`src/rtl/fft_pkg.sv`:
```
// rtl/fft_pkg.sv - shared types, widths and twiddle generation for the FFT rotator sequencer
package fft_pkg;

  localparam int DATA_WIDTH    = 16;
  localparam int TWIDDLE_WIDTH = 16;
  localparam int TW_MAX        = (1 << (TWIDDLE_WIDTH - 1)) - 1;

  typedef struct packed {
    logic signed [TWIDDLE_WIDTH-1:0] cos;
    logic signed [TWIDDLE_WIDTH-1:0] sin;
  } twiddle_t;

  typedef enum logic [1:0] {
    S_IDLE = 2'd0,
    S_IM   = 2'd1,
    S_RE   = 2'd2
  } rot_ctrl_state_t;

  localparam twiddle_t TW_UNITY = {TWIDDLE_WIDTH'(TW_MAX), TWIDDLE_WIDTH'(0)};

  // Round half away from zero so positive and negative twiddles stay symmetric.
  function automatic int round_real(input real x);
    if (x >= 0.0) return $rtoi(x + 0.5);
    else return -$rtoi(0.5 - x);
  endfunction

  function automatic twiddle_t tw_value(input int e, input int n_pts);
    real ang;
    twiddle_t t;
    ang   = 2.0 * 3.14159265358979323846 * $itor(e) / $itor(n_pts);
    t.cos = TWIDDLE_WIDTH'(round_real($cos(ang) * $itor(TW_MAX)));
    t.sin = TWIDDLE_WIDTH'(round_real(-$sin(ang) * $itor(TW_MAX)));
    return t;
  endfunction

endpackage

```
`src/rtl/fft_rot_ctrl_twiddle_rom.sv`:
```
// rtl/fft_rot_ctrl_twiddle_rom.sv - registered-read twiddle table for the upper half of one butterfly span
module twiddle_rom
  import fft_pkg::*;
#(
  parameter int N_POINTS = 64,
  parameter int STAGE    = 0,
  localparam int HALF    = (N_POINTS >> STAGE) / 2,
  localparam int AW      = (HALF > 1) ? $clog2(HALF) : 1
) (
  input  logic          clk,
  input  logic          en,
  input  logic [AW-1:0] addr,
  output twiddle_t      data
);

  twiddle_t rom [2**AW];

  // Entry i holds exponent i << STAGE; unreachable padding entries hold unity.
  for (genvar i = 0; i < 2**AW; i++) begin : g_rom
    if (i < HALF) begin : g_used
      assign rom[i] = tw_value(i << STAGE, N_POINTS);
    end else begin : g_pad
      assign rom[i] = TW_UNITY;
    end
  end

  always_ff @(posedge clk) begin
    if (en) data <= rom[addr];
  end

endmodule

```
`src/rtl/fft_rot_ctrl.sv`:
```
// rtl/fft_rot_ctrl.sv - twiddle rotator sequencer for one radix-2 SDF stage
// Optional framing-error checking enabled by defining FFT_ROTCTRL_CHECK_EN.
module fft_rot_ctrl
  import fft_pkg::*;
#(
  parameter int N_POINTS = 64,
  parameter int STAGE    = 0
) (
  input  logic                  clk,
  input  logic                  rst,
  input  logic                  in_valid,
  input  logic                  in_sop,
  input  logic [DATA_WIDTH-1:0] in_data,
  output logic [DATA_WIDTH-1:0] rot_din,
  output logic                  rot_sw,
  output twiddle_t              rot_twiddle,
  output logic                  out_valid,
  output logic                  out_sop,
  output logic                  out_eop,
  output logic                  err
);

  localparam int NW   = $clog2(N_POINTS);
  localparam int LW   = NW - STAGE;
  localparam int HALF = (N_POINTS >> STAGE) / 2;
  localparam int AW   = (HALF > 1) ? $clog2(HALF) : 1;

  rot_ctrl_state_t state, state_next;
  logic [NW-1:0]   n, n_eff;
  logic            accept_re, accept_im, restart, err_set, last_sample;
  logic [AW-1:0]   rom_addr;
  twiddle_t        rom_data;
  logic            upper_q, eop_pend;

  assign last_sample = (n == NW'(N_POINTS - 1));

  always_ff @(posedge clk or posedge rst) begin
    if (rst) state <= S_IDLE;
    else     state <= state_next;
  end

  always_comb begin
    state_next = state;
    case (state)
      S_IDLE:  if (in_valid && in_sop) state_next = S_IM;
      S_IM:    state_next = (in_valid && !last_sample) ? S_RE : S_IDLE;
      S_RE:    if (in_valid) state_next = S_IM;
      default: state_next = S_IDLE;
    endcase
  end

  always_comb begin
    accept_re = 1'b0;
    accept_im = 1'b0;
    restart   = 1'b0;
    err_set   = 1'b0;
    case (state)
      S_IDLE: if (in_valid && in_sop) begin
        accept_re = 1'b1;
        restart   = 1'b1;
      end
      S_IM: begin
        accept_im = in_valid;
        err_set   = !in_valid || in_sop;
      end
      S_RE: if (in_valid) begin
        accept_re = 1'b1;
        restart   = in_sop;
        err_set   = in_sop;
      end
      default: ;
    endcase
  end

  // The ROM address follows the sample index the real word belongs to.
  assign n_eff    = restart ? '0 : n;
  assign rom_addr = AW'(n_eff & NW'(HALF - 1));

  twiddle_rom #(
    .N_POINTS (N_POINTS),
    .STAGE    (STAGE)
  ) u_rom (
    .clk  (clk),
    .en   (accept_re),
    .addr (rom_addr),
    .data (rom_data)
  );

  always_ff @(posedge clk or posedge rst) begin
    if (rst) begin
      n           <= '0;
      upper_q     <= 1'b0;
      rot_din     <= '0;
      rot_sw      <= 1'b0;
      rot_twiddle <= TW_UNITY;
      out_valid   <= 1'b0;
      out_sop     <= 1'b0;
      eop_pend    <= 1'b0;
      out_eop     <= 1'b0;
    end else begin
      rot_din   <= in_data;
      rot_sw    <= accept_im;
      out_valid <= accept_im || rot_sw;
      out_sop   <= accept_im && (n == '0);
      eop_pend  <= accept_im && last_sample;
      out_eop   <= eop_pend;
      if (accept_re) begin
        upper_q <= n_eff[LW-1];
        if (restart) n <= '0;
      end
      // Twiddle moves only with the imaginary word, so it is stable for both output words.
      if (accept_im) begin
        n           <= n + NW'(1);
        rot_twiddle <= upper_q ? rom_data : TW_UNITY;
      end
    end
  end

`ifdef FFT_ROTCTRL_CHECK_EN
  always_ff @(posedge clk or posedge rst) begin
    if (rst)          err <= 1'b0;
    else if (err_set) err <= 1'b1;
  end
`else
  logic unused_err_set;
  assign unused_err_set = err_set;
  assign err            = 1'b0;
`endif

endmodule
```
`config.mk`:
```
export PLATFORM = sky130hd
export DESIGN_NAME = fft_rot_ctrl
export DESIGN_NICKNAME = d
export VERILOG_FILES = /design/src/rtl/fft_pkg.sv /design/src/rtl/fft_rot_ctrl_twiddle_rom.sv /design/src/rtl/fft_rot_ctrl.sv
export SDC_FILE = /design/constraint.sdc
export NUM_CORES = 1
export LEC_CHECK = 0
export ABC_AREA = 1
export CORE_MARGIN = 2
export CORE_UTILIZATION = 50
export CTS_CLUSTER_DIAMETER = 200
export DETAILED_ROUTE_END_ITERATION = 8
export HOLD_SLACK_MARGIN = 0.1
export PLACE_DENSITY = 0.74
export SKIP_CTS_REPAIR_TIMING = 1
export SYNTH_ARGS = -nofsm -noshare
export SYNTH_HDL_FRONTEND = slang
export SYNTH_SLANG_ARGS = --single-unit
```
`constraint.sdc`:
```
create_clock -name clk -period 3.2 [get_ports clk]
set_input_delay 0.64 -clock clk [delete_from_list [all_inputs] [get_ports clk]]
set_output_delay 0.64 -clock clk [all_outputs]
set_load 0.01 [all_outputs]
```
; Yosys cells after proc, flatten, opt, wreduce, memory -nomap -nowiden
; Memory sizes are Yosys's and may differ from the RTL's. A register that Yosys moved wholly into a read port is not among the register bits.
; Cells that the tools add are included.
[totals]
register_bits = 62
rom_bits = 1024
inputBits = 20
output_inout_bits = 53
elab_cells = 43
mem_count = 1
[op_classes]
add_sub_neg = 1
eq_ne = 5
muxes = 14
bitwise = 1
n_reduce_logical = 10
[mem_list]
columns = memory, depth, width, read_ports, rd_ports_with_merged_regs, wr, line_no
row1 = (no name shown), 32, 32, 1, 1, 0, fft_rot_ctrl_twiddle_rom.sv:28  ; if (en) data <= rom[addr];
[op_table]
columns = operator, n
row1 = 2-to-1 mux 32 bit, 1
row2 = 2-to-1 mux 6 bit, 3
row3 = adder 6 x 1 -> 6 bit (second input constant), 1
row4 = equality test 6 bit (second input constant), 1
row5 = logical NOT 6 bit, 1
row6 = 2-to-1 mux 2 bit, 3
row7 = inverter 5 -> 6 bit, 1
row8 = case mux 2 bit (3 select lines), 1
row9 = logical AND 1 bit, 4
row10 = 2-to-1 mux 1 bit, 4
row11 = inequality test 2 bit (second input constant), 2
row12 = case mux 1 bit (2 select lines), 2
row13 = equality test 2 x 1 -> 1 bit (second input constant), 1
row14 = equality test 2 bit (second input constant), 1
row15 = logical NOT 2 bit, 1
row16 = AND reduction 2 bit, 1
row17 = nonzero test 2 bit, 1
row18 = logical NOT 1 bit, 1
row19 = logical OR 1 bit, 1

; Longest topological paths before layout
; Gate-level depths: netlist (run 1).
[logic_depth]
word_depth = 6
ltp_mapped = 13
mapped_depth_nobuf = 12

; Hierarchy
; A second synthesis (run 1) with hierarchy kept.
[hier_totals]
cells_unflattened = 547
area_unflattened_um2 = 4620.7
[modules_own_cells]
columns = mod, instances, cells_per_inst, area_per_inst_um2, seq_area_each_um2
row1 = fft_rot_ctrl, 1, 237, 2376.0, 1570.3
row2 = twiddle_rom, 1, 310, 2244.7, 960.9

; Least setup slack after synthesis (run 1)
; No wires, ideal clock.
[synth_path]
kind = in2reg
start = in in_sop
end = reg u_rom.data[22] (netlist name)
setup_ns = 0.252
t_arrival_ns = 1.925
required_time_ns = 2.948
slack_ns = 1.023
path_stages = 11
path_buffers = 1
path_cell_list = nand3_4 -> buf_2 -> nand2_1 -> inv_1 -> ha_1 -> inv_1 -> nand3_1 -> nand3_1 -> nand2_1 -> nand2_1 -> nand2_1
[synth_between]
elab_chain_len = 5
word_cells_on_any_way = 7
cone_classes = mux: 5 / bitwise: 1 / reduce/logical: 1
[synth_lines]
columns = element, line_no
row1 = from (decl), fft_rot_ctrl.sv:12  ; input logic in_sop,
row2 = logical AND 1 bit, fft_rot_ctrl.sv:58  ; S_IDLE: if (in_valid && in_sop) begin
row3 = 2-to-1 mux 1 bit, fft_rot_ctrl.sv:58
row4 = case mux 1 bit (2 select lines), fft_rot_ctrl.sv:57  ; case (state)
row5 = 2-to-1 mux 6 bit, -
row6 = inverter 5 -> 6 bit (not written as such), fft_rot_ctrl_twiddle_rom.sv:28
; Parallel ways exist; a longest one is shown, timed or not.
; A chain may end at the register's enable or synchronous reset.

; Worst setup path in the final report (run 1)
[layout_path]
start = in in_valid
end = reg u_rom.data[17] (netlist name)
[layout_between]
elab_chain_len = 5
word_cells_on_any_way = 8
cone_classes = mux: 6 / bitwise: 1 / reduce/logical: 1
[layout_lines]
columns = element, line_no
row1 = from (decl), fft_rot_ctrl.sv:11  ; input logic in_valid,
row2 = logical AND 1 bit, fft_rot_ctrl.sv:58
row3 = 2-to-1 mux 1 bit, fft_rot_ctrl.sv:58
row4 = case mux 1 bit (2 select lines), fft_rot_ctrl.sv:57
row5 = 2-to-1 mux 6 bit, -
row6 = inverter 5 -> 6 bit (not written as such), fft_rot_ctrl_twiddle_rom.sv:28
; Parallel ways exist; a longest one is shown, timed or not.

==> flow_summary.ini, run 1 <==
[status]
status = finished, final reports clean

[logic_synthesis]
ys_ff_latch = 94
yosys_warnings = 0
syn-num-nets = 555
synth_common_cells = 198 x nand2_1, 77 x nand3_1, 47 x dfrtp_1
synth_top_area_frac = 0.262
synth_largest_area_cell = dfrtp_1
async_reset_ff_frac = 0.660
netlist_area_um2 = 4490
synthCells = 525
yosysMostFrequentCell = nand2_1
ys.flop_type = dfrtp_1
synth.yosys.seq_area_share = 0.563
syn_avg_cell_area_um2 = 8.56
synth_cell_types = 25
yosys-top-cells-area = dfrtp_1 26%, edfxtp_1 21%, nand2_1 17%
synth_edf_count = 32

[setup_path]
crit_path_max_fanout = 7
path_buf_inv = 3
r2r-end = u_rom.data[17]
r2r_setup_slack_ns = 1.00
critPathMaxStageDelay_ns = 0.58
crit_top_cell = nand2_1
worst-setup-path-type = in -> reg
crit_slowest_cell = clkdlybuf4s50_1
startpoint_type = primary input
crit_required_ns = 3.32
worstReg2RegStart = state[0]
path_delay_family = simple AND/OR/NAND/NOR gates
reg2reg_depth = 11
arrival_ns = 2.68
critPathCaptureType = flop
crit_path_cell_trace = clkdlybuf4s50_1, nand3_4, nand2_1, inv_1, ha_1, inv_1, nand3_1, nand3_1, nand2_1, nand2_1, nand2_1

[floorplanning]
dieArea_um2 = 9760
die-width_um = 98.8
die_h_um = 98.8
initial_core_util = 0.515
io-pin-count = 73
num_rows = 34
coreArea_um2 = 8720

[cts]
path_clk_slew_ns = 0.10
clk_latency_ns = 0.36
htree_levels = 3
clock-root-buffer = clkbuf_8
clockBufferDepth = 2
cts_buffers = 9
cts.sinks = 94
cts_tree = done

[worst_hold_path]
holdPathEnd = out_eop
min_path_type = reg -> reg
holdPathStages = 0
min_from = eop_pend

[job]
max_cap_violations = 0

[timing]
timing.hold.ws_ns = 0.360
setup_viol = 0
fin_crit_sh = 0.797
rsz0062_at_grt = false
drv_slew = 0
worst_slew_pin_slew_ns = 0.733
slew_headroom = 0.511
fin_crit_ns = 2.55
tns_ns = 0
fin_ws_ns = 0.649
hold_viol = 0
fmaxAchievable_mhz = 392
fin_skew_ns = 0.0132

[global_routing]
antenna_found_initial = 0
gr-total-overflow = 0
grt_pass1_vias = 3597
grt_pass1_wl_mm = 18.9
grt_max_degree = 65
grt.total_usage = 0.247

[drt]
wl_per_cell_um = 16.0
drc_errors = 0
drtIter0Drc = 268
drt_first_pass_iters = 5
antenna_left = 0
drt_wl_total_mm = 11.2
vias = 3770
viasPerCell = 5.39

[finish]
layout-drive-gt1-share = 0.0861
seq_area_um2 = 2530
n_fill_cell = 740
multi_input_area_um2 = 1700
fin_nets = 617
area_growth_pct = 21.8
antennaDiodeCount = 0

[pwr]
p_leak_nw = 2.47
power_density_nw_per_um2 = 570
peakVddDrop_v = 0.000278

[place]
dp_hpwl_mm = 8.01
gp_congestion = 0.927
io_buffers = 71
pre_cts_ws_ns = 0.300
-- report_power, final --
| group | leakage (nW) | internal (mW) | switching, mW |
|---|---|---|---|
| clock | 0.105 | 0.367 | 0.441 |
| sequential | 1.05 | 1.46 | 0.0778 |
| combinational | 1.32 | 0.320 | 0.452 |
| total | 2.47 | 2.15 | 0.972 |
-- per-stage QoR --
stage / total power [mW] / instance area [um^2] / utilization / cells
floorplan: 2.00 / 4490 / - / 525
global placement: 2.32 / 5270 / 0.604 / 684
detailed placement: 2.33 / 5270 / 0.604 / 684
CTS: 3.15 / 5480 / 0.628 / 700
global route: 3.32 / 5480 / 0.628 / 700
finish: 3.12 / 5480 / 0.628 / 700
-- worst max-delay path by stage --
| stage | startpoint | endpoint | depth (start not counted) |
|---|---|---|---|
| 2_1_floorplan | in_sop | u_rom.data[22] | 11 |
| 4_1_cts | in_valid | u_rom.data[22] | 11 |
| 3_3_place_gp | in_valid | u_rom.data[17] | 11 |
| 3_5_place_dp | in_valid | u_rom.data[17] | 11 |
| 5_1_grt | in_valid | u_rom.data[28] | 11 |
| 6_report | in_valid | u_rom.data[17] | 11 |
-- final cells by class --
type,instances,area share
clock buffers,11,0.0297
repair buffers,81,0.144
flip-flops and latches,94,0.462
multi-input cells,371,0.311
inverters,30,0.0206
clock inverters,5,0.00868
well taps,108,0.0247
-- sequential cells by signal, summed over array words and instances (netlist names) --
name and cells:
out_eop 1, upper_q 1, rot_sw 1, eop_pend 1, rot_din 16, rot_twiddle 32, u_rom.data 32, n 6
out_sop 1, out_valid 1, state 2
-- routing by layer --
metal / share of wire / up-vias / routed length, um / global-route usage
li1: - / 1832 / - / -
met1: 0.45 / 1744 / 5100 / 0.353
met2: 0.44 / 170 / 4910 / 0.368
met3: 0.080 / 24 / 898 / 0.0617
met4: 0.028 / 0 / 310 / 0.0864
met5: 0 / - / 0 / 0
-- cell usage in the layout, fill, tap and decap left out, types with 2 or more instances in the layout --
master,netlist,final
inv_1,28,27
nand4_1,4,4
nand3_1,77,76
nand2_2,2,2
ha_1,10,10
buf_4,5,10
inv_8,0,2
nand2_1,198,198
or2_2,2,2
inv_2,2,3
nor2_1,19,19
o21ai_1,4,4
dfrtp_1,47,47
a21oi_1,2,2
o21ai_0,46,46
clkbuf_8,0,10
edfxtp_1,32,32
dfstp_2,15,15
clkdlybuf4s50_1,0,71
-- kinds of logic (layout without fill, tap and decap cells) --
kind of cell | after synthesis | in the layout | share of synthesized area
buf+inv | 60 | 127 | 0.0596
compound gates | 54 | 54 | 0.0612
flops | 94 | 94 | 0.563
simple gates | 306 | 306 | 0.287
other cells | 1 | 1 | 0.000834
fa+ha+maj | 10 | 10 | 0.0278
Power figures use the tool's default switching activity.
==> inputs of run 2 (changes only) <==
==> constraint.sdc (replaced) <==
create_clock -name clk -period 2.35 [get_ports clk]
set_input_delay 0.47 -clock clk [delete_from_list [all_inputs] [get_ports clk]]
set_output_delay 0.47 -clock clk [all_outputs]
set_load 0.01 [all_outputs]
==> flow_summary.ini, run 2 (synthesis gave the netlist of run 1 again) <==
[status]
status = finished, final reports clean

[timing]
drv_slew = 0
fmaxAchievable_mhz = 466
fin_skew_ns = 0.00896
hold_viol = 0
slew_headroom = 0.556
fin_crit_sh = 0.913
worst_slew_pin_slew_ns = 0.667
timing.hold.ws_ns = 0.361
fin_crit_ns = 2.14
rsz0062_at_grt = false
setup_viol = 0

[floorplanning]
die_h_um = 98.8
dieArea_um2 = 9760
coreArea_um2 = 8720
io-pin-count = 73
num_rows = 34
die-width_um = 98.8
initial_core_util = 0.515

[cts]
clock-root-buffer = clkbuf_8
cts_buffers = 9
clockBufferDepth = 2
path_clk_slew_ns = 0.09
clk_latency_ns = 0.36
cts_tree = done
htree_levels = 3
cts.sinks = 94

[finish]
reg_top3 = rot_twiddle: 32 flops, u_rom.data: 32 flops, rot_din: 16 flops
fin_nets = 645
layout-drive-gt1-share = 0.127
final_cell_mix = 198 x nand2_1, 75 x nand3_1, 71 x clkdlybuf4s50_1
antennaDiodeCount = 0
area_growth_pct = 27.4
final_common_cell = nand2_1

[global_routing]
antenna_found_initial = 0
grt_max_degree = 67
grt_pass1_wl_mm = 19.9
gr-total-overflow = 0
grt.total_usage = 0.262
grt_pass1_vias = 3839

[setup_path]
critPathCaptureType = flop
startpoint_type = primary input
critPathMaxStageDelay_ns = 0.54
crit_cells = 12
path_delay_family = buffers and inverters
crit_slowest_cell = clkdlybuf4s50_1
worst-setup-path-type = in -> reg
crit_path_end = u_rom.data[6]
r2r-end = u_rom.data[6]
worstReg2RegStart = state[0]
path_buf_inv = 4
crit_path_max_fanout = 7
crit_top_cell = nand2_1
r2r_setup_slack_ns = 0.34
reg2reg_depth = 12
arrival_ns = 2.24
crit_path_cell_trace = clkdlybuf4s50_1, nand3_4, nand2_1, inv_1, ha_1, inv_1, nand3_1, buf_4, nand3_1, nand2_1, nand2_1, nand2_1
crit_required_ns = 2.45
critical_path.startpoint = in_valid

[pwr]
peakVddDrop_v = 0.000353
power_density_nw_per_um2 = 763
p_leak_nw = 2.62
total_power_mw = 4.37

[drt]
drtIter0Drc = 271
drt_first_pass_iters = 6
drt_wl_total_mm = 12.0
wl_per_cell_um = 16.5
drc_errors = 0
antenna_left = 0
vias = 3900
viasPerCell = 5.36

[place]
io_buffers = 71
gp_congestion = 0.943
dp_hpwl_mm = 8.77

[worst_hold_path]
min_path_type = reg -> reg

[job]
max_cap_violations = 0
==> run 2: layout make-up <==
class	instances	area (um^2)
Tap cell	108	135
Inverter	30	113
Fill cell	722	3000
Multi-Input combinational cell	371	1710
Clock buffer	10	128
Sequential cell	94	2530
Clock inverter	6	66.3
Timing Repair Buffer	109	1050
==> run 2: per-layer routing <==
layer	vias up	share of wire	track usage
met1	1830	0.43	0.357
met5	-	0	0
met4	0	0.026	0.0875
li1	1888	-	-
met3	29	0.070	0.0546
met2	153	0.48	0.419
==> run 2: stage by stage <==
step / setup WS (ns) / setup TNS [ns] / instances / utilization / instance area [um^2]
2_1_floorplan: 0.335 / 0 / 525 / - / 4490
3_3_place_gp: -0.138 / -1.56 / 712 / 0.634 / 5530
3_5_place_dp: -0.159 / -2.31 / 712 / 0.634 / 5530
4_1_cts: 0.217 / 0 / 728 / 0.656 / 5720
5_1_grt: 0.00606 / 0 / 728 / 0.656 / 5720
6_report: 0.206 / 0 / 728 / 0.656 / 5720
==> run 2: worst min-delay path by stage <==
stage	from	end	slack, ns	cells past startpoint
global placement	eop_pend	out_eop	0.33	0
finish	eop_pend	out_eop	0.36	0
floorplan	eop_pend	out_eop	0.33	0
CTS	eop_pend	out_eop	0.36	0
global route	eop_pend	out_eop	0.39	0
detailed placement	eop_pend	out_eop	0.34	0
==> run 2: worst register-to-register path: stages, from the launching register on <==
cell and delay [ns]:
dfrtp_1 0.41, inv_1 0.12, nand3_4 0.09, nand2_1 0.14
inv_1 0.10, ha_1 0.23, inv_1 0.08, nand3_1 0.08
buf_4 0.20, nand3_1 0.08, nand2_1 0.07, nand2_1 0.06
nand2_1 0.09
==> run 2: power by group <==
group          leakage, nW  internal, mW  switching, mW
clock network       0.0976         0.500          0.586
registers             1.05          1.99          0.101
logic                 1.47         0.523          0.671
total                 2.62          3.01           1.36
==> inputs of run 3 (changes only) <==
==> constraint.sdc (replaced) <==
create_clock -name clk -period 2.5 [get_ports clk]
set_input_delay 0.5 -clock clk [delete_from_list [all_inputs] [get_ports clk]]
set_output_delay 0.5 -clock clk [all_outputs]
set_load 0.01 [all_outputs]
==> flow_summary.ini, run 3 (synthesis gave the netlist of run 1 again) <==
[setup_path]
arrival_ns = 2.38
r2r-end = u_rom.data[3]
crit_path_max_fanout = 7
reg2reg_depth = 11
startpoint_type = primary input
worstReg2RegStart = state[0]
r2r_setup_slack_ns = 0.36
worst-setup-path-type = in -> reg
crit_required_ns = 2.59
critPathCaptureType = flop

[drt]
drtIter0Drc = 353
drc_errors = 0
drt_first_pass_iters = 5
wl_per_cell_um = 16.1
drt_wl_total_mm = 11.6
viasPerCell = 5.31
antenna_left = 0
vias = 3825

[cts]
cts_tree = done
htree_levels = 3
clock-root-buffer = clkbuf_8
path_clk_slew_ns = 0.09
cts.sinks = 94
clk_latency_ns = 0.36
cts_buffers = 9
clockBufferDepth = 2

[finish]
area_growth_pct = 26.6
reg_top3 = rot_twiddle: 32 flops, u_rom.data: 32 flops, rot_din: 16 flops
multi_input_area_um2 = 1700
final_cell_mix = 198 x nand2_1, 76 x nand3_1, 71 x clkdlybuf4s50_1
fin_nets = 638
final_common_cell = nand2_1
antennaDiodeCount = 0
n_fill_cell = 713
post-route-util = 0.653
layout-drive-gt1-share = 0.116
seq_area_um2 = 2530

[timing]
slew_headroom = 0.558
fin_skew_ns = 0.0216
timing.hold.ws_ns = 0.366
fin_ws_ns = 0.205
worst_slew_pin_slew_ns = 0.663
fmaxAchievable_mhz = 436
setup_viol = 0
rsz0062_at_grt = false
drv_slew = 0
fin_crit_sh = 0.918
fin_crit_ns = 2.30
hold_viol = 0

[floorplanning]
dieArea_um2 = 9760
die-width_um = 98.8
coreArea_um2 = 8720
num_rows = 34
die_h_um = 98.8
initial_core_util = 0.515
io-pin-count = 73

[pwr]
switching_share = 0.299
power_density_nw_per_um2 = 733
total_power_mw = 4.17
p_seq_frac = 0.473
p_clk_frac = 0.263
p_switching_mw = 1.25
combPwrFrac = 0.264
p_leak_nw = 2.60
p_int_mw = 2.92
peakVddDrop_v = 0.000335

[job]
max_cap_violations = 0

[global_routing]
grt_pass1_wl_mm = 18.8
grt_max_degree = 67
grt.total_usage = 0.246
gr-total-overflow = 0
grt_pass1_vias = 3685
antenna_found_initial = 0

[worst_hold_path]
min_from = eop_pend
holdPathStages = 0
holdPathEnd = out_eop
min_path_type = reg -> reg

[place]
io_buffers = 71
gp_congestion = 1.01
dp_hpwl_mm = 8.50
pre_cts_ws_ns = -0.132

[status]
status = finished, final reports clean
run 3: cell count changes in the layout (fill, tap and decap cells not counted):
cell	before	now
inv_4	1	2
clkinvlp_4	1	0
nand3_2	2	1
clkinv_2	1	0
buf_4	34	27
bufinv_16	1	2
nand3_1	75	76
run 3: worst max-delay path by stage:
stage | start | end | slack, ns
detailed placement | in_valid | u_rom.data[23] | -0.13
global route | in_valid | u_rom.data[17] | 0.08
CTS | in_valid | u_rom.data[3] | 0.24
global placement | in_valid | u_rom.data[23] | -0.08
floorplan | in_sop | u_rom.data[22] | 0.46
finish | in_valid | u_rom.data[3] | 0.20
run 3: final cells by class:
type / instances / area share
well taps: 108 / 0.0237
inverters: 30 / 0.0198
clock buffers: 10 / 0.0224
multi-input cells: 371 / 0.299
repair buffers: 102 / 0.175
flip-flops and latches: 94 / 0.445
clock inverters: 6 / 0.0158
run 3: worst max-delay path: stages:
cell             delay [ns]
clkdlybuf4s50_1        0.53
nand3_4                0.11
nand2_1                0.17
inv_1                  0.13
ha_1                   0.22
inv_1                  0.05
nand2_1                0.23
nand3_1                0.17
nand2_1                0.10
nand2_1                0.06
nand2_1                0.10
run 3: through the flow:
stage	area [um^2]	setup TNS, ns	instances
floorplan	4490	0	525
global placement	5470	-0.348	705
detailed placement	5470	-0.959	705
CTS	5690	0	721
global route	5690	0	721
finish	5690	0	721
run 3: power by group through the flow:
| stage | registers [mW] | logic, mW | clock network (mW) |
|---|---|---|---|
| final | 1.97 | 1.10 | 1.10 |
| after global routing | 1.99 | 1.23 | 1.18 |
| after CTS | 1.97 | 1.10 | 1.12 |
| after detailed placement | 2.00 | 1.09 | 0 |
| after global placement | 1.99 | 1.09 | 0 |
| after floorplan | 2.03 | 0.528 | 0 |
run 3: routing by layer:
metal	vias to the layer above	track usage	wire length, um
li1	1876	-	-
met1	1765	0.339	5160
met2	170	0.396	5410
met3	14	0.0511	844
met4	0	0.0738	168
met5	-	0	0
==> variant (config.mk and constraints of run 1) <==
The 3 states of `rot_ctrl_state_t` get a one-hot encoding in 3 bits.
--- a/src/rtl/fft_pkg.sv
+++ b/src/rtl/fft_pkg.sv
@@ -10,10 +10,10 @@
     logic signed [TWIDDLE_WIDTH-1:0] sin;
   } twiddle_t;
 
-  typedef enum logic [1:0] {
-    S_IDLE = 2'd0,
-    S_IM   = 2'd1,
-    S_RE   = 2'd2
+  typedef enum logic [2:0] {
+    S_IDLE = 3'b001,
+    S_IM   = 3'b010,
+    S_RE   = 3'b100
   } rot_ctrl_state_t;
 
   localparam twiddle_t TW_UNITY = {TWIDDLE_WIDTH'(TW_MAX), TWIDDLE_WIDTH'(0)};
Formal check against the unedited RTL: no difference found for any inputs over 10 cycles, from zero or initial values and one cycle with rst high; not proved beyond that.
==> variant against run 1 <==
  * Sequential cell count is 1 higher
  * Worst setup slack worse by 0.010 ns
  * Global-route usage is 0.19 points higher
  * Count of clock-buffer cells in the layout stayed put
  * Critical path depth is 2 higher
  * Total power is 25% higher
  * Maximum frequency is 0.40% lower
  * Combinational power is 74% higher
  * Wire length is 5.7% higher
  * Area after synthesis is 3.7% higher
  * Clock skew is 0.0013 ns lower
  * Final area is 3.3% higher
  * Critical endpoint unchanged
  * Largest cell class unchanged
==> variant: results (changes against run 1) <==
Cells and area
  • Number of multi-input combinational cells: 390 (was 371)
  • Non-clk invs: 27 (was 30)
  • Sequential share of cell area: 45.2% (was 46.2%)
  • Buffers outside the clock class: 83 (was 81)
  • Multi-input logic portion of the cell area: 32.5% (was 31.1%)
  • Non-clock buffer contribution to total cell area: 14.6% (was 14.4%)

Run status
  • Status: finished, final reports clean (unchanged)

Placed design
  • Post-Place Cell Area: 5460 µm² (was 5270 µm²)
  • Dpl ws: 0.299 ns (was 0.300 ns)
  • Half-perimeter wire length after placement: 8.59 mm (was 8.01 mm)
  • Weighted congestion at the end of routability-driven global placement: 0.955 (was 0.927)

Timing
  • Clock skew: 0.0120 ns (was 0.0132 ns)

Synthesis
  • Area contributors post-synth: dfrtp_1 25%, edfxtp_1 21%, nand2_1 16%, dfstp_2 9.0%, nand3_1 6.9% (was dfrtp_1 26%, edfxtp_1 21%, nand2_1 17%, dfstp_2 8.8%, nand3_1 8.6%)
  • Most used standard cells in the synthesized netlist: 202 x nand2_1, 64 x nand3_1, 47 x dfrtp_1, 42 x o21ai_0, 33 x nor2_1 (was 198 x nand2_1, 77 x nand3_1, 47 x dfrtp_1, 46 x o21ai_0, 32 x edfxtp_1)
  • Post-synthesis net count: 570 (was 555)
  • Post-synth cell types: 27 (was 25)

Global route
  • Tot GR Track Use: 24.9% (was 24.7%)
  • Pin count of the biggest net entering global routing: 66 (was 65)
  • Met1 global-route usage: 35.0% (was 35.3%)
  • Via count of the first global-routing pass: 3655 (was 3597)

Routing
  • Wire length per cell: 16.4 µm (was 16.0 µm)
  • Met1 layer wirelength in the final routing: 5.24 mm (was 5.10 mm)
  • Routed met3 length: 860 µm (was 898 µm)
  • Number of vias after detailed routing: 3932 (was 3770)

Power
  • Leak pwr: 2.55 nW (was 2.47 nW)
  • Sequential fraction of design power: 45.3% (was 49.3%)
  • Logic gate share of total power: 34.3% (was 24.8%)
  • Maximum vdd drop: 0.351 mV (was 0.278 mV)

Die
  • Area of the die: 10100 µm² (was 9760 µm²)

Setup path
  • Reg2Reg Depth: 12 (was 11)
  • Stage delay of the slowest cell on the critical path: 0.53 ns (was 0.58 ns)
variant: cell families after synthesis:
family | Yosys count | share of synthesized area, %
AOI/OAI and AO/OA | 50 | 5.37
and+or+nand+nor | 326 | 30.7
other | 1 | 0.0804
DFF | 95 | 54.9
buffers and inverters | 55 | 5.74
xor gates and xnor gates | 3 | 0.564
adders and majority gates | 10 | 2.68
variant: worst paths after layout:
path | endpoint | slack (ns) | from
max in group asynchronous | rot_twiddle[16]$_DFFE_PP1P_ | 2.00 | rst
worst max-delay path | u_rom.data[17]$_DFFE_PP_ | 0.64 | in_valid
worst min-delay path | out_eop$_DFF_PP0_ | 0.36 | eop_pend$_DFF_PP0_
min in group asynchronous | n[2]$_DFFE_PP0P_ | 0.56 | rst
worst max register to register | u_rom.data[8]$_DFFE_PP_ | 0.77 | state[0]$_DFFE_PP1P_
worst min register to register | out_eop$_DFF_PP0_ | 0.36 | eop_pend$_DFF_PP0_
